## config.mk

```make
export PLATFORM = sky130hd
export DESIGN_NAME = fir_mac_sequencer
export DESIGN_NICKNAME = d
export VERILOG_FILES = /design/src/rtl/fir_mac_sequencer.sv
export SDC_FILE = /design/constraint.sdc
export NUM_CORES = 1
export LEC_CHECK = 0
export ABC_AREA = 1
export CAP_MARGIN = 20
export CORE_MARGIN = 1
export CORE_UTILIZATION = 41
export CTS_CLUSTER_SIZE = 12
export DETAILED_ROUTE_END_ITERATION = 12
export PLACE_DENSITY = 0.84
export SYNTH_ARGS = -nofsm -noshare
export SYNTH_HDL_FRONTEND = slang
export SYNTH_SLANG_ARGS = --single-unit
```

## constraint.sdc

```tcl
create_clock -name iClk_12MHz -period 1.5 [get_ports iClk_12MHz]
set_input_delay 0.3 -clock iClk_12MHz [delete_from_list [all_inputs] [get_ports iClk_12MHz]]
set_output_delay 0.3 -clock iClk_12MHz [all_outputs]
set_load 0.1 [all_outputs]
```

## src/rtl/fir_mac_sequencer.sv

```systemverilog
// fir_mac_sequencer: control sequencer for a time-multiplexed FIR datapath.
// Divides the system clock down to a sample strobe, walks every tap through
// one shared multiplier/accumulator, and shares the coefficient RAM port
// between the tap sequencer and host coefficient writes.
module fir_mac_sequencer #(
  parameter int CLK_DIV  = 20,
  parameter int NUM_TAPS = 16,
  parameter int ADDR_W   = 5,
  parameter int COEF_W   = 16
) (
  input  logic              iClk_12MHz,
  input  logic              iRsn,
  input  logic              iEnable,
  input  logic              iCoefWrReq,
  input  logic [ADDR_W-1:0] iCoefWrAddr,
  input  logic [COEF_W-1:0] iCoefWrData,
  output logic              oCoefWrAck,
  output logic              oEnSample_600kHz,
  output logic [ADDR_W-1:0] oCoefAddr,
  output logic              oCoefRdEn,
  output logic              oCoefWrEn,
  output logic [COEF_W-1:0] oCoefWrData,
  output logic [ADDR_W-1:0] oTapSel,
  output logic              oAccClr,
  output logic              oAccEn,
  output logic              oFirValid,
  output logic              oBusy,
  output logic              oOverrun
);

  localparam int CNT_W = (CLK_DIV > 1) ? $clog2(CLK_DIV) : 1;
  localparam logic [CNT_W-1:0]  CNT_MAX   = CNT_W'(CLK_DIV - 1);
  localparam logic [ADDR_W-1:0] LAST_TAP  = ADDR_W'(NUM_TAPS - 1);
  localparam logic [ADDR_W:0]   TAP_LIMIT = (ADDR_W + 1)'(NUM_TAPS);

  typedef enum logic [1:0] {IDLE, MAC, DRAIN, DONE} state_e;

  state_e            state_q;
  logic [CNT_W-1:0]  sampleCnt_q;
  logic [CNT_W-1:0]  sampleCnt_d;
  logic              strobe_q;
  logic              strobe_d;
  logic [ADDR_W-1:0] tapIdx_q;
  logic [ADDR_W-1:0] tapNext;
  logic              wrInRange;

  logic              coefWrAck_q;
  logic [ADDR_W-1:0] coefAddr_q;
  logic              coefRdEn_q;
  logic              coefWrEn_q;
  logic [COEF_W-1:0] coefWrData_q;
  logic [ADDR_W-1:0] tapSel_q;
  logic              accClr_q;
  logic              accEn_q;
  logic              firValid_q;
  logic              busy_q;
  logic              overrun_q;

  assign tapNext   = tapIdx_q + ADDR_W'(1);
  assign wrInRange = ({1'b0, iCoefWrAddr} < TAP_LIMIT);

  // Next divider count and strobe: disabling parks the count at zero so the first strobe after enable is a full period away
  always_comb begin
    sampleCnt_d = '0;
    strobe_d    = 1'b0;
    if (iEnable) begin
      strobe_d    = (sampleCnt_q == CNT_MAX);
      sampleCnt_d = strobe_d ? '0 : sampleCnt_q + CNT_W'(1);
    end
  end

  // Divider count and registered sample strobe
  always_ff @(posedge iClk_12MHz or negedge iRsn) begin
    if (!iRsn) begin
      sampleCnt_q <= '0;
      strobe_q    <= 1'b0;
    end else begin
      sampleCnt_q <= sampleCnt_d;
      strobe_q    <= strobe_d;
    end
  end

  // Tap sequencer, RAM port arbitration and all registered control outputs; a strobe wins the idle port over a host write
  always_ff @(posedge iClk_12MHz or negedge iRsn) begin
    if (!iRsn) begin
      state_q      <= IDLE;
      tapIdx_q     <= '0;
      coefWrAck_q  <= 1'b0;
      coefAddr_q   <= '0;
      coefRdEn_q   <= 1'b0;
      coefWrEn_q   <= 1'b0;
      coefWrData_q <= '0;
      tapSel_q     <= '0;
      accClr_q     <= 1'b0;
      accEn_q      <= 1'b0;
      firValid_q   <= 1'b0;
      busy_q       <= 1'b0;
      overrun_q    <= 1'b0;
    end else begin
      coefWrAck_q  <= 1'b0;
      coefAddr_q   <= '0;
      coefRdEn_q   <= 1'b0;
      coefWrEn_q   <= 1'b0;
      coefWrData_q <= '0;
      tapSel_q     <= '0;
      accClr_q     <= 1'b0;
      accEn_q      <= 1'b0;
      firValid_q   <= 1'b0;
      if (strobe_q && (state_q != IDLE)) begin
        overrun_q <= 1'b1;
      end
      unique case (state_q)
        IDLE: begin
          if (strobe_q) begin
            state_q    <= MAC;
            tapIdx_q   <= '0;
            coefRdEn_q <= 1'b1;
            coefAddr_q <= '0;
            busy_q     <= 1'b1;
          end else if (iCoefWrReq && !coefWrAck_q) begin
            coefWrAck_q  <= 1'b1;
            coefWrEn_q   <= wrInRange;
            coefAddr_q   <= iCoefWrAddr;
            coefWrData_q <= iCoefWrData;
          end
        end
        MAC: begin
          accEn_q  <= 1'b1;
          accClr_q <= (tapIdx_q == '0);
          tapSel_q <= tapIdx_q;
          if (tapIdx_q == LAST_TAP) begin
            state_q <= DRAIN;
          end else begin
            tapIdx_q   <= tapNext;
            coefRdEn_q <= 1'b1;
            coefAddr_q <= tapNext;
          end
        end
        DRAIN: begin
          state_q    <= DONE;
          firValid_q <= 1'b1;
        end
        DONE: begin
          state_q  <= IDLE;
          tapIdx_q <= '0;
          busy_q   <= 1'b0;
        end
        default: begin
          state_q <= IDLE;
        end
      endcase
    end
  end

  assign oCoefWrAck       = coefWrAck_q;
  assign oEnSample_600kHz = strobe_q;
  assign oCoefAddr        = coefAddr_q;
  assign oCoefRdEn        = coefRdEn_q;
  assign oCoefWrEn        = coefWrEn_q;
  assign oCoefWrData      = coefWrData_q;
  assign oTapSel          = tapSel_q;
  assign oAccClr          = accClr_q;
  assign oAccEn           = accEn_q;
  assign oFirValid        = firValid_q;
  assign oBusy            = busy_q;
  assign oOverrun         = overrun_q;

endmodule
```

# [Word-level counts from Yosys, hierarchy flattened]
# Index checks and enable logic that the tools add are counted.
[totals] register_bits=47
[op_classes] addsub=2 n_lt_le_gt_ge=1 eq_ne=8 muxes=31 n_reduce_logical=11
[ops] op="$mux W16" n=3
[ops] op="$mux W5" n=8
[ops] op="$pmux W5 S3" n=1
[ops] op="$mux W1" n=13
[ops] op="$add A5 B1 Y5 const B" n=2
[ops] op="$pmux W5 S2" n=1
[ops] op="$pmux W2 S4" n=1
[ops] op="$ne A2 B2 Y1 const B" n=3
[ops] op="$eq A5 B4 Y1 const B" n=1
[ops] op="$eq A5 B5 Y1 const B" n=1
[ops] op="$logic_not A5 Y1" n=1
[ops] op="$lt A5 B5 Y1 const B" n=1
[ops] op="$eq A2 B2 Y1 const B" n=2
[ops] op="$mux W2" n=2
[ops] op="$pmux W1 S2" n=2
[ops] op="$reduce_and A2 Y1" n=2
[ops] op="$reduce_bool A2 Y1" n=2
[ops] op="$reduce_and A3 Y1" n=1
[ops] op="$reduce_bool A3 Y1" n=1
[ops] op="$eq A2 B1 Y1 const B" n=1
[ops] op="$logic_and A1 B1 Y1" n=2
[ops] op="$logic_not A2 Y1" n=1
[ops] op="$logic_not A1 Y1" n=1

# [Logic depth before layout (Yosys ltp)]
[depth] ltp_word=5 depth_mapped=9 depth_no_buf=9

# [Least setup slack after synthesis]
# No wires, ideal clock.
[synth_timing] kind="register to register" startpoint="register strobe_q, in the netlist oEnSample_600kHz" endpoint="register tapIdx_q[2]" setup_ns=0.065 arrival_time_ns=1.579 slack_ns=-0.144 path_stages_with_launch=7 n_path_buf=0 synth_period_minus_slack_ns=1.644 cell_sequence="dfrtp_1 inv_1 nand2_2 nand3_4 nor2_4 nand2_1 nand2_1"
[synth_between] elab_chain_len=2
[synth_lines] item="start, declared" line_no="41" text="logic strobe_q;"
[synth_lines] item="start signal, assigned" line_no="79" text="strobe_q <= strobe_d;"
[synth_lines] item="$ne A2 B2 Y1 (no source line)"
[synth_lines] item="$reduce_and A3 Y1 (no source line)"
[synth_lines] item="end signal, assigned" line_no="134" text="tapIdx_q <= tapNext;"
[synth_lines] item="end, declared" line_no="43" text="logic [ADDR_W-1:0] tapIdx_q;"
# No other way between the ends.
# A chain may end at the register's enable or synchronous reset.

# [Worst setup path after layout]
[layout_timing] startpoint="register tapIdx_q[1]" endpoint="register state_q[0]"
[layout_between] elab_chain_len=3
[layout_lines] item="$eq A5 B4 Y1" line_no="131" text="if (tapIdx_q == LAST_TAP) begin"
[layout_lines] item="$ne A2 B2 Y1 (no source line)"
[layout_lines] item="$reduce_and A2 Y1 (no source line)"
[layout_lines] item="end signal, assigned" line_no="132" text="state_q <= DRAIN;"
[layout_lines] item="end signal, assigned" line_no="140" text="state_q <= DONE;"
[layout_lines] item="end signal, assigned" line_no="144" text="state_q <= IDLE;"
[layout_lines] item="end, declared" line_no="38" text="state_e state_q;"
# No other way between the ends.

==> flow_metrics.tcl <==
set metrics [dict create \
    worst_pin_slew_ps 264 \
    yosysMostFrequentCell "dfrtp_1" \
    clk_latency_ps 300 \
    yosysTopAreaCell "dfrtp_1" \
    hold_class "flip-flop to flip-flop" \
    wl_per_cell_um 13.3 \
    cp_top_family "simple AND/OR/NAND/NOR gates" \
    ys.flop_type "dfrtp_1" \
    yosysTopAreaCellShare_pct 61.6 \
    antenna_left 0 \
    clk_pin_slew_worst_paths_ps 80 \
    drt_pre_antenna_iters 4 \
    final_nets 302 \
    synth_area_mm2 0.00191 \
    vias 1481 \
    start_util_pct 43.3 \
    tns_ps 0 \
    htreeDepth 2 \
    grt_pass1_wl_um 6910 \
    grt-ovfl-total 0 \
    stdcell_count 321 \
    place_congestion 0.867 \
    worst_slack_ps 26.2 \
    yosys_register_bits 47 \
    synth_area_per_cell_um2 9.84 \
    synthToLayoutAreaGrowth_pct 62.2 \
    setup_viol 0 \
    drt_iter0_markers 124 \
    cts.sinks 47 \
    slew_headroom_pct 82.2 \
    port_buffers 59 \
    placed_cells 309 \
    io_pins 60 \
    hold_depth 1 \
    grt_busiest_layer "met2" \
    power_density_mw_per_mm2 1640 \
    grt_pass1_vias 1509 \
    crit_chain "ha_2 > nand2_2 > nor2_4 > ha_4 > inv_1 > nand2_2 > nand2_2 > nand2_1 > o21ai_0" \
    fin_crit_sh_pct 98.3 \
    cp_num_buf_inv 1 \
    gr-usage-met2_pct 31.6 \
    worst_hold_slack_ps 466 \
    drc 0 \
    start_kind "flip-flop" \
    grt_max_degree 48 \
    critPathKind "flip-flop to flip-flop" \
    cts_tree "yes" \
    die_area_mm2 0.00493 \
    slew_viol_final 0 \
    finClkSkew_ps 8.06 \
    yosysSeqAreaShare_pct 61.6 \
    pre_cts_ws_ps -60.0 \
    synth.top_cells.by_area "dfrtp_1, inv_1, nand2_1" \
    syn_nets 228 \
    synthCells 194 \
    max_cap_viol_count 0 \
    ys_types 22 \
    vias_per_cell 4.61 \
    cp_max_fo 4 \
    final-hold-violation-count 0 \
    required_ps 1680 \
    grt_use_met1_pct 22.1 \
    met3_usage_pct 5.05 \
    cp.arrival_ps 1660 \
    cpMaxStageDelayCell "dfrtp_1" \
    max_freq_ghz 0.679 \
    rows 24 \
    fp.dieH_um 70.2 \
    outcome "complete, no violations" \
    antenna_found_initial 0 \
    layout_min_cycle_time_ps 1470 \
    rr_worst_depth 9 \
    end_kind "flip-flop" \
    max_stage_delay_ps 370 \
    p_leak_nw 1.64 \
    yosysWarnings 0 \
    async_flop_share_pct 100 \
    synth_edf_count 0 \
    diodes 0 \
    cts.path.max_buffers 2 \
    root_buffer "clkbuf_8" \
    grt_use_total_pct 18.7 \
    core_mm2 0.00441 \
    hpwlAfterDp_um 3110 \
    drive_gt1_share_pct 25.3 \
    postRouteWirelength_um 4260 \
    crit_path_frequent_cell "nand2_2" \
    dieWidth_um 70.2 \
    cp.depth 9 \
    cts_buffers 5 \
    nFillCells 278 \
    utilization_pct 70.2 \
    ys_top_cells_by_count "dfrtp_1, inv_1, nand2_1, nor2_1, ha_1" \
    ir_worst_vdd_mv 1.07 \
]
==> sequential cells by signal (all words and copies together), names as in the netlist <==
register,count
sampleCnt_q,5
oCoefWrEn,1
oCoefAddr,5
oFirValid,1
oCoefRdEn,1
tapIdx_q,5
oAccEn,1
oTapSel,5
state_q,2
oOverrun,1
oCoefWrData,16
oCoefWrAck,1
oEnSample_600kHz,1
oBusy,1
oAccClr,1
==> power by group <==
| part | internal, mW | leakage (nW) | switching (mW) |
|---|---|---|---|
| Clock | 0.327 | 0.0422 | 0.399 |
| Sequential | 1.48 | 0.636 | 0.175 |
| Combinational | 0.937 | 0.961 | 1.76 |
| Total | 2.74 | 1.64 | 2.33 |
==> repair_timing <==
| action | CTS | global route |
|---|---|---|
| buffers inserted | 0 | 3 |
| setup endpoints to repair | 2 | 10 |
| resized for setup | 4 | 4 |
| hold buffers | 1 | 0 |
| cloned | 0 | 0 |
| hold endpoints to repair | 47 | 0 |
| pin swaps | 1 | 4 |
==> cell families after synthesis <==
kind of cell	share of synthesized area, %
and+or+nand+nor	18.6
buffers and inverters	10.4
DFF	61.6
adders and majority gates	5.90
AOI/OAI and AO/OA	2.10
xor gates and xnor gates	1.38
==> through the flow <==
step	total power [mW]	area [µm²]
final	5.07	3100
after global routing	5.30	3100
after CTS	5.08	3050
after detailed placement	4.32	2950
after global placement	4.25	2950
after floorplan	3.28	1910
==> routing by layer <==
layer  routed length [µm]  share of wire, %
met1                 1660                39
met3                  280               6.6
met4                  121               2.8
met5                    0                 0
met2                 2200                52
==> layout make-up <==
type / instances / area, µm² / area share, %
clock inverters: 1 / 5.00 / 0.162
repair buffers: 71 / 1040 / 33.6
inverters: 43 / 166 / 5.37
flip-flops and latches: 47 / 1180 / 38.1
clock buffers: 7 / 76.3 / 2.46
well taps: 52 / 65.1 / 2.10
multi-input cells: 100 / 564 / 18.2
==> layout by cell type (no fill, tap or decap) <==
cell	n
nor2_4	2
buf_2	1
nand3_2	1
o21ai_0	3
ha_2	2
clkbuf_8	5
clkinv_2	1
nand2_1	37
nand4_1	1
o22ai_1	2
dfrtp_1	45
nand2_2	4
buf_12	36
nand2_4	1
clkinv_4	1
nor4_1	1
inv_1	42
xor2_1	2
nor2_1	28
o21bai_1	1
buf_4	10
a21oi_1	1
ha_4	1
clkdlybuf4s50_1	23
ha_1	6
nand3_1	5
xnor2_1	1
dlygate4sd3_1	1
nand3_4	1
clkbuf_1	2
dfrtp_2	2
==> worst paths after layout <==
path                                     start          endpoint  slack (ps)
max in group asynchronous                 iRsn  oEnSample_600kHz         760
worst min-delay path            sampleCnt_q[0]    sampleCnt_q[0]         470
worst max-delay path               tapIdx_q[1]        state_q[0]          30
worst max register to register     tapIdx_q[1]        state_q[0]          30
min in group asynchronous                 iRsn        oTapSel[4]         510
worst min register to register  sampleCnt_q[0]    sampleCnt_q[0]         470
Power figures use the tool's default switching activity.
